## src/rtl/fifo_nod_stream_pkg.sv

```systemverilog
// Shared defaults, output-stage load selector and parameter legality check
// for the parametrised NoD stream FIFO.
package fifo_nod_stream_pkg;

  localparam int unsigned DEF_DATA_WIDTH = 8;
  localparam int unsigned DEF_FIFO_DEPTH = 4;

  // Source chosen for the output register on a given cycle.
  typedef enum logic [1:0] {
    LD_HOLD,
    LD_ARRAY,
    LD_BYPASS,
    LD_DRAIN
  } load_sel_e;

  function automatic bit params_ok(input int unsigned depth, input int unsigned af_th);
    return (depth >= 2) && (af_th >= 1) && (af_th <= depth);
  endfunction

endpackage

```

## src/rtl/fifo_nod_stream_if.sv

```systemverilog
// Push (wr_en/full) and pop (valid/ready) bundle of the NoD stream FIFO,
// plus occupancy and overflow status.
interface fifo_nod_stream_if
  import fifo_nod_stream_pkg::*;
#(
  parameter int unsigned DATA_WIDTH = DEF_DATA_WIDTH,
  parameter int unsigned DEPTH      = DEF_FIFO_DEPTH
);
  logic [DATA_WIDTH-1:0]        din;
  logic                         wr_en;
  logic                         full;
  logic                         almost_full;
  logic [DATA_WIDTH-1:0]        dout;
  logic                         valid;
  logic                         ready;
  logic [$clog2(DEPTH+2)-1:0]   count;
  logic                         overflow;

  modport master (
    output din, wr_en, ready,
    input  full, almost_full, dout, valid, count, overflow
  );

  modport slave (
    input  din, wr_en, ready,
    output full, almost_full, dout, valid, count, overflow
  );
endinterface

```

## src/rtl/fifo_nod_stream_mem.sv

```systemverilog
// Register-based storage array: one synchronous write port, one
// asynchronous read port, no reset on contents.
module nod_fifo_mem #(
  parameter int unsigned DATA_WIDTH = 8,
  parameter int unsigned DEPTH      = 4,
  parameter int unsigned ADDR_W     = 2
) (
  input  logic                  clk,
  input  logic                  we,
  input  logic [ADDR_W-1:0]     waddr,
  input  logic [DATA_WIDTH-1:0] wdata,
  input  logic [ADDR_W-1:0]     raddr,
  output logic [DATA_WIDTH-1:0] rdata
);

  logic [DATA_WIDTH-1:0] mem [DEPTH];

  always_ff @(posedge clk) begin
    if (we) mem[waddr] <= wdata;
  end

  assign rdata = mem[raddr];

endmodule

```

## src/rtl/fifo_nod_stream.sv

```systemverilog
// Synchronous FIFO with a registered valid/ready output stage, optional
// empty-FIFO bypass, almost-full threshold, occupancy count and sticky overflow.
module fifo_nod_stream
  import fifo_nod_stream_pkg::*;
#(
  parameter int unsigned DATA_WIDTH = DEF_DATA_WIDTH,
  parameter int unsigned DEPTH      = DEF_FIFO_DEPTH,
  parameter int unsigned AF_TH      = DEPTH - 1,
  parameter bit          BYPASS     = 1'b1
) (
  input  logic              clk,
  input  logic              rstn,
  fifo_nod_stream_if.slave  strm
);

  localparam int unsigned PTR_W = (DEPTH > 1) ? $clog2(DEPTH) : 1;
  localparam int unsigned OCC_W = $clog2(DEPTH + 1);
  localparam int unsigned CNT_W = $clog2(DEPTH + 2);

  localparam logic [PTR_W-1:0] PTR_LAST = PTR_W'(DEPTH - 1);
  localparam logic [OCC_W-1:0] OCC_FULL = OCC_W'(DEPTH);
  localparam logic [OCC_W-1:0] OCC_AF   = OCC_W'(AF_TH);

  if (!params_ok(DEPTH, AF_TH)) begin : g_bad_params
    $fatal(1, "fifo_nod_stream: DEPTH must be >= 2 and AF_TH within 1..DEPTH");
  end

  logic [PTR_W-1:0]      rd_ptr_q, wr_ptr_q;
  logic [OCC_W-1:0]      occ_q, occ_d;
  logic                  valid_q, valid_d;
  logic [DATA_WIDTH-1:0] dout_q, dout_d;
  logic                  full_q, af_q, ovf_q;
  logic [CNT_W-1:0]      count_q, count_d;
  logic [DATA_WIDTH-1:0] mem_rdata;
  logic                  push, load, arr_wr, arr_rd;
  load_sel_e             sel;

  nod_fifo_mem #(
    .DATA_WIDTH (DATA_WIDTH),
    .DEPTH      (DEPTH),
    .ADDR_W     (PTR_W)
  ) u_mem (
    .clk   (clk),
    .we    (arr_wr),
    .waddr (wr_ptr_q),
    .wdata (strm.din),
    .raddr (rd_ptr_q),
    .rdata (mem_rdata)
  );

  // Array contents always win over bypass so ordering stays strictly FIFO.
  always_comb begin
    push = strm.wr_en & ~full_q;
    load = ~valid_q | strm.ready;
    sel  = LD_HOLD;
    if (load) begin
      if (occ_q != '0)           sel = LD_ARRAY;
      else if (BYPASS && push)   sel = LD_BYPASS;
      else                       sel = LD_DRAIN;
    end

    arr_rd = (sel == LD_ARRAY);
    arr_wr = push & (sel != LD_BYPASS);

    occ_d = occ_q;
    case ({arr_wr, arr_rd})
      2'b10:   occ_d = occ_q + OCC_W'(1);
      2'b01:   occ_d = occ_q - OCC_W'(1);
      default: occ_d = occ_q;
    endcase

    valid_d = valid_q;
    dout_d  = dout_q;
    case (sel)
      LD_ARRAY: begin
        valid_d = 1'b1;
        dout_d  = mem_rdata;
      end
      LD_BYPASS: begin
        valid_d = 1'b1;
        dout_d  = strm.din;
      end
      LD_DRAIN: valid_d = 1'b0;
      default:  ;
    endcase

    count_d = CNT_W'(occ_d) + CNT_W'(valid_d);
  end

  always_ff @(posedge clk or negedge rstn) begin
    if (!rstn) begin
      rd_ptr_q <= '0;
      wr_ptr_q <= '0;
      occ_q    <= '0;
      valid_q  <= 1'b0;
      dout_q   <= '0;
      full_q   <= 1'b0;
      af_q     <= 1'b0;
      count_q  <= '0;
      ovf_q    <= 1'b0;
    end else begin
      if (arr_rd) rd_ptr_q <= (rd_ptr_q == PTR_LAST) ? '0 : rd_ptr_q + PTR_W'(1);
      if (arr_wr) wr_ptr_q <= (wr_ptr_q == PTR_LAST) ? '0 : wr_ptr_q + PTR_W'(1);
      occ_q   <= occ_d;
      valid_q <= valid_d;
      dout_q  <= dout_d;
      full_q  <= (occ_d == OCC_FULL);
      af_q    <= (occ_d >= OCC_AF);
      count_q <= count_d;
      ovf_q   <= ovf_q | (strm.wr_en & full_q);
    end
  end

  assign strm.full        = full_q;
  assign strm.almost_full = af_q;
  assign strm.dout        = dout_q;
  assign strm.valid       = valid_q;
  assign strm.count       = count_q;
  assign strm.overflow    = ovf_q;

endmodule

```

## src/flat_wrapper.sv

```systemverilog
// flat-port wrapper written by rule: the top's interface ports become plain ports
module fifo_nod_stream_flat import fifo_nod_stream_pkg::*;
#(
  parameter int unsigned DATA_WIDTH = DEF_DATA_WIDTH,
  parameter int unsigned DEPTH      = DEF_FIFO_DEPTH,
  parameter int unsigned AF_TH      = DEPTH - 1,
  parameter bit          BYPASS     = 1'b1
)
  (clk, rstn, strm_din, strm_wr_en, strm_ready, strm_full, strm_almost_full, strm_dout, strm_valid, strm_count, strm_overflow);
  fifo_nod_stream_if #(.DATA_WIDTH(DATA_WIDTH), .DEPTH(DEPTH)) strm_i ();
  input  logic clk;
  input  logic rstn;
  input wire logic [$bits(strm_i.din)-1:0] strm_din;
  input wire logic [$bits(strm_i.wr_en)-1:0] strm_wr_en;
  input wire logic [$bits(strm_i.ready)-1:0] strm_ready;
  output wire logic [$bits(strm_i.full)-1:0] strm_full;
  output wire logic [$bits(strm_i.almost_full)-1:0] strm_almost_full;
  output wire logic [$bits(strm_i.dout)-1:0] strm_dout;
  output wire logic [$bits(strm_i.valid)-1:0] strm_valid;
  output wire logic [$bits(strm_i.count)-1:0] strm_count;
  output wire logic [$bits(strm_i.overflow)-1:0] strm_overflow;
  assign strm_i.din = strm_din;
  assign strm_i.wr_en = strm_wr_en;
  assign strm_i.ready = strm_ready;
  assign strm_full = strm_i.full;
  assign strm_almost_full = strm_i.almost_full;
  assign strm_dout = strm_i.dout;
  assign strm_valid = strm_i.valid;
  assign strm_count = strm_i.count;
  assign strm_overflow = strm_i.overflow;
  fifo_nod_stream #(.DATA_WIDTH(DATA_WIDTH), .DEPTH(DEPTH), .AF_TH(AF_TH), .BYPASS(BYPASS)) u_core (.clk(clk), .rstn(rstn), .strm(strm_i));
endmodule
```

## config.mk

```make
export PLATFORM = sky130hd
export DESIGN_NAME = fifo_nod_stream_flat
export DESIGN_NICKNAME = d
export VERILOG_FILES = /design/src/rtl/fifo_nod_stream_pkg.sv /design/src/rtl/fifo_nod_stream_if.sv /design/src/rtl/fifo_nod_stream_mem.sv /design/src/rtl/fifo_nod_stream.sv /design/src/flat_wrapper.sv
export SDC_FILE = /design/constraint.sdc
export NUM_CORES = 1
export LEC_CHECK = 0
export CAP_MARGIN = 20
export CORE_UTILIZATION = 49
export DETAILED_ROUTE_END_ITERATION = 8
export HOLD_SLACK_MARGIN = 0.05
export PLACE_DENSITY = 0.74
export SYNTH_ARGS = -nofsm -noshare
export SYNTH_HDL_FRONTEND = slang
export SYNTH_SLANG_ARGS = --single-unit
export TNS_END_PERCENT = 100
```

## constraint.sdc

```tcl
create_clock -name clk -period 3.2 [get_ports clk]
set_clock_uncertainty 0.15 [all_clocks]
set_input_delay 0.64 -clock clk [delete_from_list [all_inputs] [get_ports clk]]
set_output_delay 0.64 -clock clk [all_outputs]
set_load 0.03 [all_outputs]
```

==> flow_summary.html <==
<table>
<tr><th>Metric</th><th>Value</th></tr>
<tr><th colspan="2">Timing</th></tr>
<tr><td>Pins Over Slew Limit</td><td>0</td></tr>
<tr><td>Achievable frequency</td><td>between 0.3 and 0.4 GHz</td></tr>
<tr><td>Shortest period the worst path allows</td><td>approximately 3.2 ns</td></tr>
<tr><td>Share of the cycle needed by the critical path after routing</td><td>a little over nine tenths</td></tr>
<tr><td>Crit path setup slack, layout</td><td>approximately 0.044 ns</td></tr>
<tr><td>Setup repair after global routing missed its margin</td><td>true</td></tr>
<tr><td>Rel. slew slack</td><td>60.06%</td></tr>
<tr><td>Transition time of the tightest slew-check pin</td><td>about 0.60 ns</td></tr>
<tr><td>Worst hold margin</td><td>about 0.32 ns</td></tr>
<tr><td>Final Hold Fails</td><td>0</td></tr>
<tr><td>Count of endpoints failing setup in the final report</td><td>0</td></tr>
<tr><th colspan="2">Run</th></tr>
<tr><td>Max-Cap Viols</td><td>0</td></tr>
<tr><th colspan="2">Min path</th></tr>
<tr><td>Beginning of the worst hold path</td><td>u_core.strm.overflow$_DFF_PN0_</td></tr>
<tr><td>HP Class</td><td>reg -&gt; reg</td></tr>
<tr><td>Worst hold path stage count</td><td>1</td></tr>
<tr><td>Hold-critical path endpoint</td><td>u_core.strm.overflow$_DFF_PN0_</td></tr>
<tr><th colspan="2">Floorplanning</th></tr>
<tr><td>Placeable core region</td><td>about 4400 um^2</td></tr>
<tr><td>Overall die area</td><td>approximately 4900 um^2</td></tr>
<tr><td>Top-level I/O count</td><td>27</td></tr>
<tr><td>Initial core utilization</td><td>about 51%</td></tr>
<tr><td>Width of the chip</td><td>69.80 um</td></tr>
<tr><td>Overall die height</td><td>69.80 um</td></tr>
<tr><td>Cell row count</td><td>24</td></tr>
<tr><th colspan="2">Worst setup path</th></tr>
<tr><td>Launching element type of the critical path</td><td>input port</td></tr>
<tr><td>Cell Chain, Critical Path</td><td>clkdlybuf4s50_1, nor2b_1, a31oi_1, inv_1, ha_2, nor3b_4, inv_1, ha_2, fa_1, xnor2_1, nor2_1, xor3_1</td></tr>
<tr><td>Endpoint of the worst-slack reg-to-reg timing path</td><td>u_core.strm.count[2]$_DFF_PN0_</td></tr>
<tr><td>CP max-delay cell</td><td>clkdlybuf4s50_1</td></tr>
<tr><td>CP Class</td><td>in -&gt; reg</td></tr>
<tr><td>Crit path largest cell delay</td><td>about 0.47 ns</td></tr>
<tr><td>Crit path required time</td><td>roughly 3.2 ns</td></tr>
<tr><td>Critical Path Sink Type</td><td>flop</td></tr>
<tr><td>Worst R2R Setup Slack</td><td>0.30 ns</td></tr>
<tr><td>Maximum fanout along the worst path</td><td>3</td></tr>
<tr><td>Reg2reg start</td><td>u_core.strm.full$_DFF_PN0_</td></tr>
<tr><td>Data arrival time at the worst-slack endpoint</td><td>3.19 ns</td></tr>
<tr><td>FF-to-FF path depth</td><td>11</td></tr>
<tr><th colspan="2">Routing</th></tr>
<tr><td>Number of detailed-routing iterations run before antenna repair</td><td>4</td></tr>
<tr><td>First DRT Iteration DRCs</td><td>88</td></tr>
<tr><td>DRC</td><td>0</td></tr>
<tr><td>Post-detailed-routing wire length</td><td>4120 um</td></tr>
<tr><td>Vias after detailed routing</td><td>about 1,300</td></tr>
<tr><td>Final antenna-violating net count</td><td>0</td></tr>
<tr><td>Via-per-instance ratio</td><td>~5.5</td></tr>
<tr><td>Wirelength per Cell</td><td>~18 um</td></tr>
<tr><th colspan="2">Yosys</th></tr>
<tr><td>Top post-synthesis cells by area</td><td>edfxtp_1 (43%), dfrtp_1 (24%), mux4_2 (7.0%)</td></tr>
<tr><td>Largest area contributor in the netlist</td><td>edfxtp_1</td></tr>
<tr><td>Compound-gate portion of the synthesized area</td><td>~4.3%</td></tr>
<tr><td>Post-Synth XOR/XNOR Area</td><td>1.833%</td></tr>
<tr><td>Gate count of the mapped netlist</td><td>between 100 and 150</td></tr>
<tr><td>Post-Synth Simple-Gate Area</td><td>roughly 7.5%</td></tr>
<tr><td>Proportion of synthesized chip area in sequential cells</td><td>about two thirds</td></tr>
<tr><td>Synthesis-stage register bit count</td><td>54</td></tr>
<tr><td>Dominant combinational cell family by area after synthesis</td><td>multiplexers</td></tr>
<tr><td>Post-synth ARST share</td><td>about two fifths</td></tr>
<tr><td>Syn Std Cell Area</td><td>approximately 2300 um^2</td></tr>
<tr><td>Synth Net Count</td><td>between 150 and 200</td></tr>
<tr><td>Count of different cell masters after synthesis</td><td>27</td></tr>
<tr><td>Most frequently used flop master after synthesis</td><td>edfxtp_1</td></tr>
<tr><td>Top-area cell type share of the netlist area</td><td>a little over two fifths</td></tr>
<tr><td>Number of enable-type register cells in the synthesized netlist</td><td>32</td></tr>
<tr><td>Share of synthesized area spent on multiplexers</td><td>10.67%</td></tr>
<tr><td>Adder-Cell Fraction of Synth Area</td><td>6.444%</td></tr>
<tr><td>Mean instance size in the synthesized netlist</td><td>roughly 16 um^2</td></tr>
<tr><td>Count of synthesis-stage warnings from yosys</td><td>0</td></tr>
<tr><th colspan="2">Power</th></tr>
<tr><td>Leakage</td><td>roughly 1.1 nW</td></tr>
<tr><td>Power share of the combinational group</td><td>roughly 48%</td></tr>
<tr><td>Net switching power</td><td>between 1 and 1.5 mW</td></tr>
<tr><td>Internal power</td><td>slightly below 2 mW</td></tr>
<tr><td>Peak ir drop on the vdd network</td><td>467.8 uV</td></tr>
<tr><td>Switching share of power</td><td>between 30% and 40%</td></tr>
<tr><td>Part of the power in registers</td><td>a little under two fifths</td></tr>
<tr><td>Cell area power density</td><td>1061 nW/um^2</td></tr>
<tr><td>Clock power share</td><td>between 10% and 20%</td></tr>
<tr><th colspan="2">Clock tree</th></tr>
<tr><td>Maximum number of buffers from clock root to sink</td><td>2</td></tr>
<tr><td>Number of clock sinks</td><td>54</td></tr>
<tr><td>Number of buffers added to fix hold violations after cts</td><td>0</td></tr>
<tr><td>Register clock-pin slew on the reported worst setup and hold paths</td><td>around 0.09 ns</td></tr>
<tr><td>CTS resizes</td><td>0</td></tr>
<tr><td>CTS Root Cell</td><td>clkbuf_8</td></tr>
<tr><td>Later-pin clock latency in the skew report</td><td>around 0.3 ns</td></tr>
<tr><td>TritonCTS clock tree</td><td>yes</td></tr>
<tr><td>H-tree depth</td><td>2</td></tr>
<tr><td>Post-CTS Setup Inserts</td><td>0</td></tr>
<tr><td>Number of buffers created by CTS</td><td>5</td></tr>
<tr><th colspan="2">Layout</th></tr>
<tr><td>Final instance area</td><td>2806 um^2</td></tr>
<tr><td>Fraction of final layout cells with drive strength greater than 1</td><td>between 20% and 30%</td></tr>
<tr><td>Core occupancy in the finished layout</td><td>~64%</td></tr>
<tr><td>Nets</td><td>approximately 200</td></tr>
<tr><td>Antenna diodes</td><td>0</td></tr>
<tr><td>Layout-stage area growth over the synthesis result</td><td>24.61%</td></tr>
<tr><th colspan="2">Global route</th></tr>
<tr><td>Vias in the first global route</td><td>1,332</td></tr>
<tr><td>Global routing usage summed across all routing layers</td><td>18.40%</td></tr>
<tr><td>Global-route wire length before repair</td><td>~6700 um</td></tr>
<tr><td>Largest net degree at the start of global routing</td><td>23</td></tr>
<tr><td>Global route overflow</td><td>0</td></tr>
<tr><td>Number of antenna violations at the first check in global routing</td><td>0</td></tr>
<tr><th colspan="2">Placed design</th></tr>
<tr><td>Worst slack after detailed placement</td><td>-0.3047 ns</td></tr>
<tr><td>Placer Congestion</td><td>a little under 0.8</td></tr>
<tr><td>Final HPWL from detailed placement</td><td>roughly 2900 um</td></tr>
<tr><td>Total placed instance area</td><td>roughly 2700 um^2</td></tr>
<tr><td>Buffers on Ports</td><td>26</td></tr>
<tr><th colspan="2">Outcome</th></tr>
<tr><td>Outcome</td><td>completed</td></tr>
</table>
## cells in the mapped netlist, drive strengths merged (2+ instances only)
| library cell | count |
|---|---|
| and2 | 4 |
| mux2 | 5 |
| edfxtp | 32 |
| mux4 | 8 |
| inv | 6 |
| a221o | 7 |
| nor2 | 11 |
| clkbuf | 4 |
| nand2 | 13 |
| nand3 | 2 |
| dfrtp | 22 |
| xnor2 | 2 |
| ha | 10 |
## cells in the final DEF, fill, tap and decap left out, types with 4 or more instances in the layout
cell type        netlist  layout
and2_1                 4       4
nand2_1               13      13
clkbuf_8               0       5
mux4_2                 7       7
dfrtp_1               22      22
nor2_1                11      11
inv_1                  6       6
buf_4                  0      15
edfxtp_1              32      32
a221o_1                7       7
clkdlybuf4s50_1        0      26
mux2_2                 5       4
ha_1                  10       7
## cell families after synthesis
group           Yosys count
simple gates             36
xor+xnor                  3
mux                      13
fa+ha+maj                11
flops                    54
buf+inv                  11
compound gates           11
## sequential cells by signal (all words and copies together), names as in the netlist
name,flops
u_core.occ_q,3
u_core.rd_ptr_q,2
u_core.strm.almost_full,1
u_core.strm.count,3
u_core.strm.dout,8
u_core.strm.full,1
u_core.strm.overflow,1
u_core.strm.valid,1
u_core.u_mem.mem,32
u_core.wr_ptr_q,2
## how the worst max path moves through the flow
stage / from / endpoint / slack [ns] / depth (start not counted)
finish: strm_ready / u_core.strm.count[2]$_DFF_PN0_ / 0.04 / 12
global route: strm_ready / u_core.strm.count[2]$_DFF_PN0_ / -0.03 / 12
CTS: strm_ready / u_core.strm.full$_DFF_PN0_ / 0.01 / 12
detailed placement: strm_ready / u_core.strm.full$_DFF_PN0_ / -0.30 / 12
global placement: strm_ready / u_core.strm.count[2]$_DFF_PN0_ / -0.13 / 12
floorplan: strm_ready / u_core.strm.count[2]$_DFF_PN0_ / 0.15 / 12
## layer usage
metal  track usage, %  vias to the layer above  routed length, um
met2            30.45                       31               2099
li1                 -                      598                  -
met3            4.797                        4                192
met4            4.000                        0                 34
met1            24.67                      658               1794
met5                0                        -                  0
## power groups by stage
stage               registers [mW]  clock network [mW]  logic (mW)
floorplan                     1.26                   0       0.763
global placement              1.15                   0        1.36
detailed placement            1.16                   0        1.42
CTS                           1.15               0.424        1.42
global route                  1.17               0.454        1.54
finish                        1.14               0.416        1.42
## through the flow
stage                     TNS (ns)  power [mW]  std cells
final                            0       2.979        235
after global routing      -0.04461       3.162        235
after CTS                        0       2.988        235
after detailed placement    -1.113       2.577        227
after global placement     -0.4244       2.508        227
after floorplan                  0       2.020        139
## critical path, delay by kind of cell
kind | cells | cell delay, ns
AOI/OAI and AO/OA | 1 | 0.18
and+or+nand+nor | 3 | 0.35
buffers and inverters | 3 | 0.61
adders and majority gates | 3 | 0.78
xor gates and xnor gates | 2 | 0.63
## layout make-up
| class | instances | area (um^2) |
|---|---|---|
| sequential | 54 | 1511 |
| clock inverter | 1 | 7.507 |
| timing repair buffer | 41 | 372.9 |
| clock buffer | 7 | 97.59 |
| multi-input combinational | 74 | 729.5 |
| tap | 52 | 65.06 |
| inverter | 6 | 22.52 |
| fill | 321 | 1578 |
Power figures use the tool's default switching activity.
